[config.mk]
export PLATFORM = sky130hd
export DESIGN_NAME = sdram_port_arbiter
export DESIGN_NICKNAME = d
export VERILOG_FILES = /design/src/rtl/sdram_arb_pkg.sv /design/src/rtl/sdram_arb_id_fifo.sv /design/src/rtl/sdram_port_arbiter.sv
export SDC_FILE = /design/constraint.sdc
export NUM_CORES = 1
export LEC_CHECK = 0
export ABC_AREA = 1
export CAP_MARGIN = 20
export CELL_PAD_IN_SITES_DETAIL_PLACEMENT = 1
export CELL_PAD_IN_SITES_GLOBAL_PLACEMENT = 1
export CORE_MARGIN = 2
export CORE_UTILIZATION = 16
export CTS_CLUSTER_DIAMETER = 200
export DETAILED_ROUTE_END_ITERATION = 12
export GPL_TIMING_DRIVEN = 0
export PLACE_DENSITY = 0.88
export SLEW_MARGIN = 10
export SYNTH_ARGS = -nofsm -noshare
export SYNTH_HDL_FRONTEND = slang
export SYNTH_SLANG_ARGS = --single-unit
[constraint.sdc]
create_clock -name clk_clk -period 2.9 [get_ports clk_clk]
set_input_delay 0.87 -clock clk_clk [delete_from_list [all_inputs] [get_ports clk_clk]]
set_output_delay 0.87 -clock clk_clk [all_outputs]
set_load 0.02 [all_outputs]
[src/rtl/sdram_arb_pkg.sv]
// Shared types for the two-master SDRAM port arbiter.
package sdram_arb_pkg;

   localparam int NUM_MASTERS = 2;

   typedef logic [0:0] master_id_t;

   typedef enum logic {
      UNLOCKED = 1'b0,
      LOCKED   = 1'b1
   } arb_state_t;

endpackage

[src/rtl/sdram_arb_id_fifo.sv]
// In-order FIFO of master IDs for outstanding reads; push while full is
// accepted only when a pop happens in the same cycle.
module sdram_arb_id_fifo
   import sdram_arb_pkg::*;
#(
   parameter int DEPTH = 8,
   localparam int PTR_W = $clog2(DEPTH)
) (
   input  logic             clk_clk,
   input  logic             reset_reset_n,
   input  logic             push,
   input  master_id_t       push_id,
   input  logic             pop,
   output master_id_t       pop_id,
   output logic             full,
   output logic             empty,
   output logic [PTR_W:0]   count
);

   localparam logic [PTR_W:0] FULL_CNT = (PTR_W + 1)'(DEPTH);

   master_id_t       mem [DEPTH];
   logic [PTR_W-1:0] wr_ptr;
   logic [PTR_W-1:0] rd_ptr;
   logic             do_push;
   logic             do_pop;

   assign full    = (count == FULL_CNT);
   assign empty   = (count == '0);
   assign do_pop  = pop & ~empty;
   assign do_push = push & (~full | do_pop);
   assign pop_id  = mem[rd_ptr];

   always_ff @(posedge clk_clk) begin
      if (do_push) begin
         mem[wr_ptr] <= push_id;
      end
   end

   // Pointers wrap naturally because DEPTH is a power of two.
   always_ff @(posedge clk_clk or negedge reset_reset_n) begin
      if (!reset_reset_n) begin
         wr_ptr <= '0;
         rd_ptr <= '0;
         count  <= '0;
      end else begin
         if (do_push) begin
            wr_ptr <= wr_ptr + 1'b1;
         end
         if (do_pop) begin
            rd_ptr <= rd_ptr + 1'b1;
         end
         case ({do_push, do_pop})
            2'b10:   count <= count + 1'b1;
            2'b01:   count <= count - 1'b1;
            default: count <= count;
         endcase
      end
   end

endmodule

[src/rtl/sdram_port_arbiter.sv]
// Round-robin arbiter with command lock sharing one SDRAM controller slave
// between the CPU data master (m0) and the DMA/video master (m1).
//
// state    | meaning
// UNLOCKED | grant chosen each cycle (single request, or tie -> not last_served)
// LOCKED   | slave stalled a presented command; grant frozen until accept
module sdram_port_arbiter
   import sdram_arb_pkg::*;
#(
   parameter int ADDR_W      = 25,
   parameter int DATA_W      = 32,
   parameter int MAX_PENDING = 8,
   localparam int CNT_W      = $clog2(MAX_PENDING) + 1
) (
   input  logic                  clk_clk,
   input  logic                  reset_reset_n,

   input  logic [ADDR_W-1:0]     m0_address,
   input  logic                  m0_read,
   input  logic                  m0_write,
   input  logic [DATA_W-1:0]     m0_writedata,
   input  logic [DATA_W/8-1:0]   m0_byteenable,
   output logic                  m0_waitrequest,
   output logic [DATA_W-1:0]     m0_readdata,
   output logic                  m0_readdatavalid,

   input  logic [ADDR_W-1:0]     m1_address,
   input  logic                  m1_read,
   input  logic                  m1_write,
   input  logic [DATA_W-1:0]     m1_writedata,
   input  logic [DATA_W/8-1:0]   m1_byteenable,
   output logic                  m1_waitrequest,
   output logic [DATA_W-1:0]     m1_readdata,
   output logic                  m1_readdatavalid,

   output logic [ADDR_W-1:0]     s_address,
   output logic                  s_read,
   output logic                  s_write,
   output logic [DATA_W-1:0]     s_writedata,
   output logic [DATA_W/8-1:0]   s_byteenable,
   input  logic                  s_waitrequest,
   input  logic [DATA_W-1:0]     s_readdata,
   input  logic                  s_readdatavalid,

   output logic [CNT_W-1:0]      pending,
   output logic                  err_orphan
);

   logic [NUM_MASTERS-1:0] req;
   arb_state_t             state;
   arb_state_t             state_nxt;
   master_id_t             lock_grant;
   master_id_t             lock_grant_nxt;
   master_id_t             last_served;
   master_id_t             last_served_nxt;
   master_id_t             grant;
   logic                   cmd_read;
   logic                   cmd_write;
   logic                   read_blocked;
   logic                   accept;

   logic                   fifo_push;
   logic                   fifo_pop;
   master_id_t             fifo_pop_id;
   logic                   fifo_full;
   logic                   fifo_empty;

   assign req = {m1_read | m1_write, m0_read | m0_write};

   always_comb begin
      grant = '0;
      if (state == LOCKED) begin
         grant = lock_grant;
      end else if (req[0] && req[1]) begin
         grant = ~last_served;
      end else if (req[1]) begin
         grant = 1'b1;
      end
   end

   assign cmd_read     = grant[0] ? m1_read  : m0_read;
   assign cmd_write    = grant[0] ? m1_write : m0_write;
   assign s_address    = grant[0] ? m1_address    : m0_address;
   assign s_writedata  = grant[0] ? m1_writedata  : m0_writedata;
   assign s_byteenable = grant[0] ? m1_byteenable : m0_byteenable;

   // A return in the same cycle frees a slot, so a full FIFO may still admit.
   assign read_blocked = cmd_read & fifo_full & ~s_readdatavalid;
   assign s_read       = reset_reset_n & cmd_read & ~read_blocked;
   assign s_write      = reset_reset_n & cmd_write;
   assign accept       = (s_read | s_write) & ~s_waitrequest;

   assign m0_waitrequest = ~(accept & (grant == 1'b0));
   assign m1_waitrequest = ~(accept & (grant == 1'b1));

   always_comb begin
      state_nxt       = state;
      lock_grant_nxt  = lock_grant;
      last_served_nxt = last_served;
      case (state)
         UNLOCKED: begin
            if ((s_read | s_write) & s_waitrequest) begin
               state_nxt      = LOCKED;
               lock_grant_nxt = grant;
            end
         end
         LOCKED: begin
            // A master dropping its command mid-stall must not wedge the port.
            if (accept || !(s_read || s_write)) begin
               state_nxt = UNLOCKED;
            end
         end
         default: begin
            state_nxt = UNLOCKED;
         end
      endcase
      if (accept) begin
         last_served_nxt = grant;
      end
   end

   always_ff @(posedge clk_clk or negedge reset_reset_n) begin
      if (!reset_reset_n) begin
         state       <= UNLOCKED;
         lock_grant  <= '0;
         last_served <= 1'b1;
      end else begin
         state       <= state_nxt;
         lock_grant  <= lock_grant_nxt;
         last_served <= last_served_nxt;
      end
   end

   assign fifo_push = s_read & ~s_waitrequest;
   assign fifo_pop  = s_readdatavalid & ~fifo_empty;

   sdram_arb_id_fifo #(
      .DEPTH (MAX_PENDING)
   ) u_id_fifo (
      .clk_clk       (clk_clk),
      .reset_reset_n (reset_reset_n),
      .push          (fifo_push),
      .push_id       (grant),
      .pop           (fifo_pop),
      .pop_id        (fifo_pop_id),
      .full          (fifo_full),
      .empty         (fifo_empty),
      .count         (pending)
   );

   assign m0_readdata      = s_readdata;
   assign m1_readdata      = s_readdata;
   assign m0_readdatavalid = fifo_pop & (fifo_pop_id == 1'b0);
   assign m1_readdatavalid = fifo_pop & (fifo_pop_id == 1'b1);

   always_ff @(posedge clk_clk or negedge reset_reset_n) begin
      if (!reset_reset_n) begin
         err_orphan <= 1'b0;
      end else if (s_readdatavalid && fifo_empty) begin
         err_orphan <= 1'b1;
      end
   end

endmodule

[After elaboration in Yosys (flattened, before gate mapping)]
Memories as Yosys holds them, arrays and structs flattened.
Index checks and enable logic that the tools add are counted.
Word-level totals
  input bits: 162
  flip-flop bits (word level): 14
  output and inout bits: 136
  logic and storage cells: 67
  RAM bits: 8
  memories kept: 1
Operators by class
  bitwise gates (word level): 30
  reductions and logical operators: 8
  add/subtract/negate cells: 4
  eq/ne operators: 3
  mux-type cells: 14
Memory list
  u_id_fifo.mem: words 8, bits a word 1, read ports 1, clocked after memory_dff 0, wr ports 1, RTL line sdram_arb_id_fifo.sv:22  | master_id_t mem [DEPTH];
Operators with widths (number)
  32-bit 2-to-1 mux: 1
  25-bit 2-to-1 mux: 1
  1-bit bitwise AND: 15
  1-bit inverter: 11
  1-bit 2-to-1 mux: 9
  4-bit case mux with 2 select lines: 1
  3-bit by 1-bit adder with 3-bit output (second input constant): 2
  4-bit by 1-bit adder with 4-bit output (second input constant): 1
  4-bit == test (second input constant): 1
  4-bit zero test: 1
  4-bit 2-to-1 mux: 1
  1-bit bitwise OR: 4
  4-bit by 1-bit subtractor with 4-bit output (second input constant): 1
  2-bit by 1-bit == test with 1-bit output (second input constant): 1
  2-bit == test (second input constant): 1
  1-bit logical AND: 2
  1-bit logical OR: 2
  1-bit case mux with 2 select lines: 1
  2-bit AND reduction: 1
  2-bit nonzero test: 1
  1-bit zero test: 1

[Logic depth before layout (Yosys ltp)]
  depth in word-level cells: 14
  mapped depth: 15

[By module]
Synthesis repeated with hierarchy kept, for this count alone.
Unflattened totals
  cell total of the unflattened synthesis: 427
  area, all modules: 2630.0 sq um
By module, submodules not included
  sdram_port_arbiter: area an instance 1587.8 sq um, instances 1, seq. area each 101.3 sq um, cells each 303
  sdram_arb_id_fifo: area an instance 1042.2 sq um, instances 1, seq. area each 490.5 sq um, cells each 124

[Worst setup path before layout]
Ideal clock, no wire load.
  path type: in2reg
  start point: input port m0_read
  end point: register u_id_fifo.count[2]
  required time: 2781 ps
  path buffers: 0
  arrival: 2535 ps
  stages on the path: 13
  setup slack: 246 ps
  cell sequence: o21ai_0 nand2_1 nand3_1 nand3_4 nor2_8 inv_2 ha_1 xor2_1 ha_1 a21oi_1 a21oi_1 o21ai_0 o21a_1
Between the ends
  cells in the longest elaborated chain, start to end: 13
  elaborated cells on any way between the ends: 16
  classes of those cells: eq/ne (2); mux (4); bitwise (8); reduce/logical (2)
RTL lines
  from (decl): RTL line sdram_port_arbiter.sv:19  | input logic m0_read,
  1-bit bitwise OR: RTL line sdram_port_arbiter.sv:68  | assign req = {m1_read | m1_write, m0_read | m0_write};
  1-bit logical AND: RTL line sdram_port_arbiter.sv:74  | end else if (req[0] && req[1]) begin
  1-bit 2-to-1 mux: RTL line sdram_port_arbiter.sv:74
  1-bit 2-to-1 mux: RTL line sdram_port_arbiter.sv:72  | if (state == LOCKED) begin
  1-bit 2-to-1 mux *: RTL line sdram_port_arbiter.sv:81  | assign cmd_read = grant[0] ? m1_read : m0_read;
  1-bit bitwise AND (2 in series): RTL line sdram_port_arbiter.sv:88  | assign read_blocked = cmd_read & fifo_full & ~s_readdatavalid;
  1-bit inverter: RTL line sdram_port_arbiter.sv:89  | assign s_read = reset_reset_n & cmd_read & ~read_blocked;
  1-bit bitwise AND *: RTL line sdram_port_arbiter.sv:89
  1-bit bitwise AND *: RTL line sdram_port_arbiter.sv:134  | assign fifo_push = s_read & ~s_waitrequest;
  1-bit bitwise AND *: RTL line sdram_arb_id_fifo.sv:31  | assign do_push = push & (~full | do_pop);
  2-bit by 1-bit == test with 1-bit output / 2-bit == test (equally long branches): RTL line sdram_arb_id_fifo.sv:53  | case ({do_push, do_pop})
  4-bit case mux with 2 select lines / 2-bit nonzero test (equally long branches)
  to (signal assigned): RTL line sdram_arb_id_fifo.sv:54  | 2'b10: count <= count + 1'b1;
  to (signal assigned): RTL line sdram_arb_id_fifo.sv:55  | 2'b01: count <= count - 1'b1;
  to (signal assigned): RTL line sdram_arb_id_fifo.sv:56  | default: count <= count;
  to (decl): RTL line sdram_arb_id_fifo.sv:17  | output logic [PTR_W:0] count
Every way passes the cells marked *; elsewhere a longest branch is shown, timed or not.
A chain may end at the register's enable or synchronous reset.

[Worst setup path after layout]
  start point: input port m1_read
  end point: output port s_writedata[19]
Between the ends
  cells in the longest elaborated chain, start to end: 5
  elaborated cells on any way between the ends: 6
  classes of those cells: mux (4); bitwise (1); reduce/logical (1)
RTL lines
  from (decl): RTL line sdram_port_arbiter.sv:28  | input logic m1_read,
  1-bit bitwise OR *: RTL line sdram_port_arbiter.sv:68
  1-bit 2-to-1 mux / 1-bit logical AND (equally long branches): RTL line sdram_port_arbiter.sv:76, sdram_port_arbiter.sv:74
  1-bit 2-to-1 mux *: RTL line sdram_port_arbiter.sv:74
  1-bit 2-to-1 mux *: RTL line sdram_port_arbiter.sv:72
  32-bit 2-to-1 mux *: RTL line sdram_port_arbiter.sv:84  | assign s_writedata = grant[0] ? m1_writedata : m0_writedata;
  to (decl): RTL line sdram_port_arbiter.sv:39  | output logic [DATA_W-1:0] s_writedata,
Marked as above.

==> metrics <==
portion of total power attributed to combinational logic 79.6%; instance count of the mapped netlist 396; most frequent standard cell in the layout excluding fill and tap cells sky130_fd_sc_hd__clkdlybuf4s50_1; initial detailed-routing violation count 99; highest ir drop seen on vdd 298 uV; Post-Place Setup Slack -1.23 ns; post-route cell area 6030 sq um; clock latency reported for the late side of the worst-skew pair 0.26 ns; number of clock sinks 22; placed instance area 5360 sq um; FMAX 346 MHz; DRC violation count after routing 0; portion of total power attributed to the clock network 7.0%; global-route wire length before repair 19.7 mm; Met3 Wirelength 963 um; min Tclk post-route 2.89 ns; remaining number of nets flagged by the antenna check after routing 0; combined area of all synthesized cells 2470 sq um; setup repair after global routing missed its margin true; clk_skew 0.00184 ns; Mapped Nets 563; Max FO, Critical Path 6; Hold Path Class input port to async pin; first-pass detailed-route iteration total 4; fraction of power spent switching nets 47.0%; startpoint type of the worst setup path input port; fraction of layout instances using a drive strength above 1 33.9%; maximum number of pins on one net before global-route repair 17; final routed wire length divided by cell count 16.0 um; total global routing track utilization 15.3%; Inserted Diodes 0; wire length on met2 7.83 mm; leakage 2.92 nW; Hold Fails Final Rpt 0; average via count per standard cell 4.01; crit path DAT 2.02 ns; slowest library cell on the worst path sky130_fd_sc_hd__clkbuf_16; worst-case register-to-register setup slack 0.40 ns; initial core utilization 16.3%; NetSw 2.01 mW; type of the worst setup path input port to primary output; number of I/O pins 298; TritonCTS clock tree done; worst r2r path cells 15; area of the die 16500 sq um; number of distinct standard cells referenced by the synthesized netlist 28; die span in y 128 um; total power per unit cell area 709 nW/um^2; cell with the most instances on the worst path sky130_fd_sc_hd__nand2_2; total number of vias 3501; CP cell instances buf_8, nor2_4, nor2_2, nand2_2, nand2_4, buf_6, buf_12, clkbuf_16, nand2_2, nand2_2, buf_6; Worst EP required 2.03 ns; count of nets after finishing 852; remaining global-route overflow 0; total design power 4.28 mW; DRT Wirelength 14.0 mm; GP Congestion 0.792; total internal power 2.27 mW; part of the cycle the worst path needs 99.6%; commonest cells after routing, fill and taps aside sky130_fd_sc_hd__clkdlybuf4s50_1 (192), sky130_fd_sc_hd__nand2_1 (173), sky130_fd_sc_hd__buf_4 (82); Top Family by Delay on Critical Path buffers and inverters; clock edge transition at the registers on the reported setup and hold paths 0.06 ns; maximum single-stage delay on the critical path 0.17 ns; number of buffers created by CTS 3; Final Setup Violations 0; CTS root buf sky130_fd_sc_hd__clkbuf_16; number of global-route vias before repair 3675; number of buffers added on ports 265; leading post-synthesis cells by cell area sky130_fd_sc_hd__nand2_1 (32%), sky130_fd_sc_hd__buf_4 (22%), sky130_fd_sc_hd__dfrtp_1 (13%); count of buffering cells on the critical path with inverters included 5; worst r2r src last_served$_DFFE_PN1P_; maximum buffer depth of the clock tree 2; result of the run finished, final reports clean; HPWL after detailed placement 11.2 mm; Worst Tran Pin Value 0.300 ns; highest metal used met4; post-synth top area share 31.9%; CTS H-tree lvls 1; wl on met1 5.11 mm; number of antenna violations at the first check in global routing 0; Seq pwr share 13.3%; sequential area share after synthesis 23.9%; total number of placement rows 45; maximum capacitance violations 0; area inside the core boundary 15100 sq um; Syn Area/Cell 6.24 sq um; Die X-Extent 128 um; dominant cell type by area after synthesis sky130_fd_sc_hd__nand2_1; Crit. End Element primary output; max_slew headroom 79.9%; flops & latches, synth 22; Final Slew Violations 0; Area Overhead vs Synth 144%; Critical R2R Capture u_id_fifo.count[2]$_DFFE_PN0P_; final worst-path setup slack 0.0105 ns; Syn. warnings 0
## repair_timing
item,CTS,global route
pin swaps,16,9
gates cloned,2,1
resized for setup,402,111
buffers inserted,13,3
hold buffers,0,0
hold endpoints to repair,0,0
endpoints found under the setup margin,71,66
## worst register-to-register path, cell delays in order (launching register included)
cell                      delay, ns
sky130_fd_sc_hd__dfstp_2       0.55
sky130_fd_sc_hd__o21ai_2       0.06
sky130_fd_sc_hd__nand2_2       0.10
sky130_fd_sc_hd__nand2_4       0.10
sky130_fd_sc_hd__buf_6         0.15
sky130_fd_sc_hd__nand2_4       0.05
sky130_fd_sc_hd__nand3_4       0.13
sky130_fd_sc_hd__nor2_8        0.19
sky130_fd_sc_hd__inv_2         0.06
sky130_fd_sc_hd__ha_1          0.24
sky130_fd_sc_hd__xor2_2        0.20
sky130_fd_sc_hd__ha_1          0.17
sky130_fd_sc_hd__a21oi_1       0.05
sky130_fd_sc_hd__a21oi_1       0.15
sky130_fd_sc_hd__o21ai_0       0.09
sky130_fd_sc_hd__o21a_1        0.10
## metrics by stage
step	setup TNS [ns]	hold WS (ns)	util [%]	cells
6_report	0	0.464	39.8	872
5_1_grt	-1.58	0.476	39.8	872
4_1_cts	0	0.465	37.3	868
3_5_place_dp	-68.63	0.474	35.4	849
3_3_place_gp	-65.01	0.454	35.4	849
2_1_floorplan	0	0.439	-	396
## power by group through the flow
stage	Sequential [mW]	Combinational (mW)	Clock, mW
detailed placement	0.571	2.81	0
global placement	0.564	2.74	0
finish	0.571	3.40	0.301
global route	0.592	3.66	0.318
floorplan	0.583	1.44	0
CTS	0.569	3.09	0.306
## cells in the mapped netlist
| library cell | instances |
|---|---|
| sky130_fd_sc_hd__a21oi_1 | 4 |
| sky130_fd_sc_hd__a31o_2 | 1 |
| sky130_fd_sc_hd__a31oi_4 | 1 |
| sky130_fd_sc_hd__and2_2 | 1 |
| sky130_fd_sc_hd__buf_2 | 6 |
| sky130_fd_sc_hd__buf_4 | 71 |
| sky130_fd_sc_hd__dfrtp_1 | 13 |
| sky130_fd_sc_hd__dfstp_2 | 1 |
| sky130_fd_sc_hd__edfxtp_1 | 8 |
| sky130_fd_sc_hd__ha_1 | 5 |
| sky130_fd_sc_hd__inv_1 | 19 |
| sky130_fd_sc_hd__inv_2 | 2 |
| sky130_fd_sc_hd__mux2i_1 | 1 |
| sky130_fd_sc_hd__nand2_1 | 210 |
| sky130_fd_sc_hd__nand2_2 | 3 |
| sky130_fd_sc_hd__nand2_4 | 2 |
| sky130_fd_sc_hd__nand3_1 | 10 |
| sky130_fd_sc_hd__nand3_4 | 1 |
| sky130_fd_sc_hd__nand4_1 | 2 |
| sky130_fd_sc_hd__nor2_1 | 17 |
| sky130_fd_sc_hd__nor2_2 | 1 |
| sky130_fd_sc_hd__nor2_8 | 1 |
| sky130_fd_sc_hd__o211ai_1 | 1 |
| sky130_fd_sc_hd__o21a_1 | 1 |
| sky130_fd_sc_hd__o21ai_0 | 7 |
| sky130_fd_sc_hd__o22ai_1 | 1 |
| sky130_fd_sc_hd__xnor2_1 | 3 |
| sky130_fd_sc_hd__xor2_1 | 3 |
## layer usage
layer / GRT usage, % / vias up
met5: 0 / -
met4: 2.00 / 0
met3: 2.92 / 7
met2: 31.1 / 143
met1: 16.7 / 1637
li1: - / 1714
## how the worst max path moves through the flow
stage,to,from,cells past startpoint
5_1_grt,s_writedata[1],m1_read,11
4_1_cts,s_address[12],m1_write,11
2_1_floorplan,u_id_fifo.count[2]$_DFFE_PN0P_,m0_read,13
3_3_place_gp,m1_waitrequest,reset_reset_n,7
6_report,s_writedata[19],m1_read,11
3_5_place_dp,m1_waitrequest,reset_reset_n,7
## cells by family after synthesis
| family | Yosys count | share of synthesized area (%) |
|---|---|---|
| flops | 22 | 23.9 |
| mux | 1 | 0.405 |
| buf+inv | 98 | 26.0 |
| xor+xnor | 6 | 2.13 |
| fa+ha+maj | 5 | 2.53 |
| simple gates | 248 | 40.7 |
| compound gates | 16 | 4.30 |
## state kept, by name, indices dropped and copies added (netlist names)
register          count
u_id_fifo.rd_ptr      3
u_id_fifo.wr_ptr      3
lock_grant            1
err_orphan            1
u_id_fifo.mem         8
last_served           1
u_id_fifo.count       4
state                 1
## final cells by class
type	count	area [sq um]
fillers	1836	9110
repair buffers	284	2940
multi-input cells	276	1450
plain buffers	77	656
flip-flops and latches	22	592
well taps	188	235
inverters	21	83.8
clock buffers	4	78.8
No activity file was read; power rests on OpenSTA's default activity.
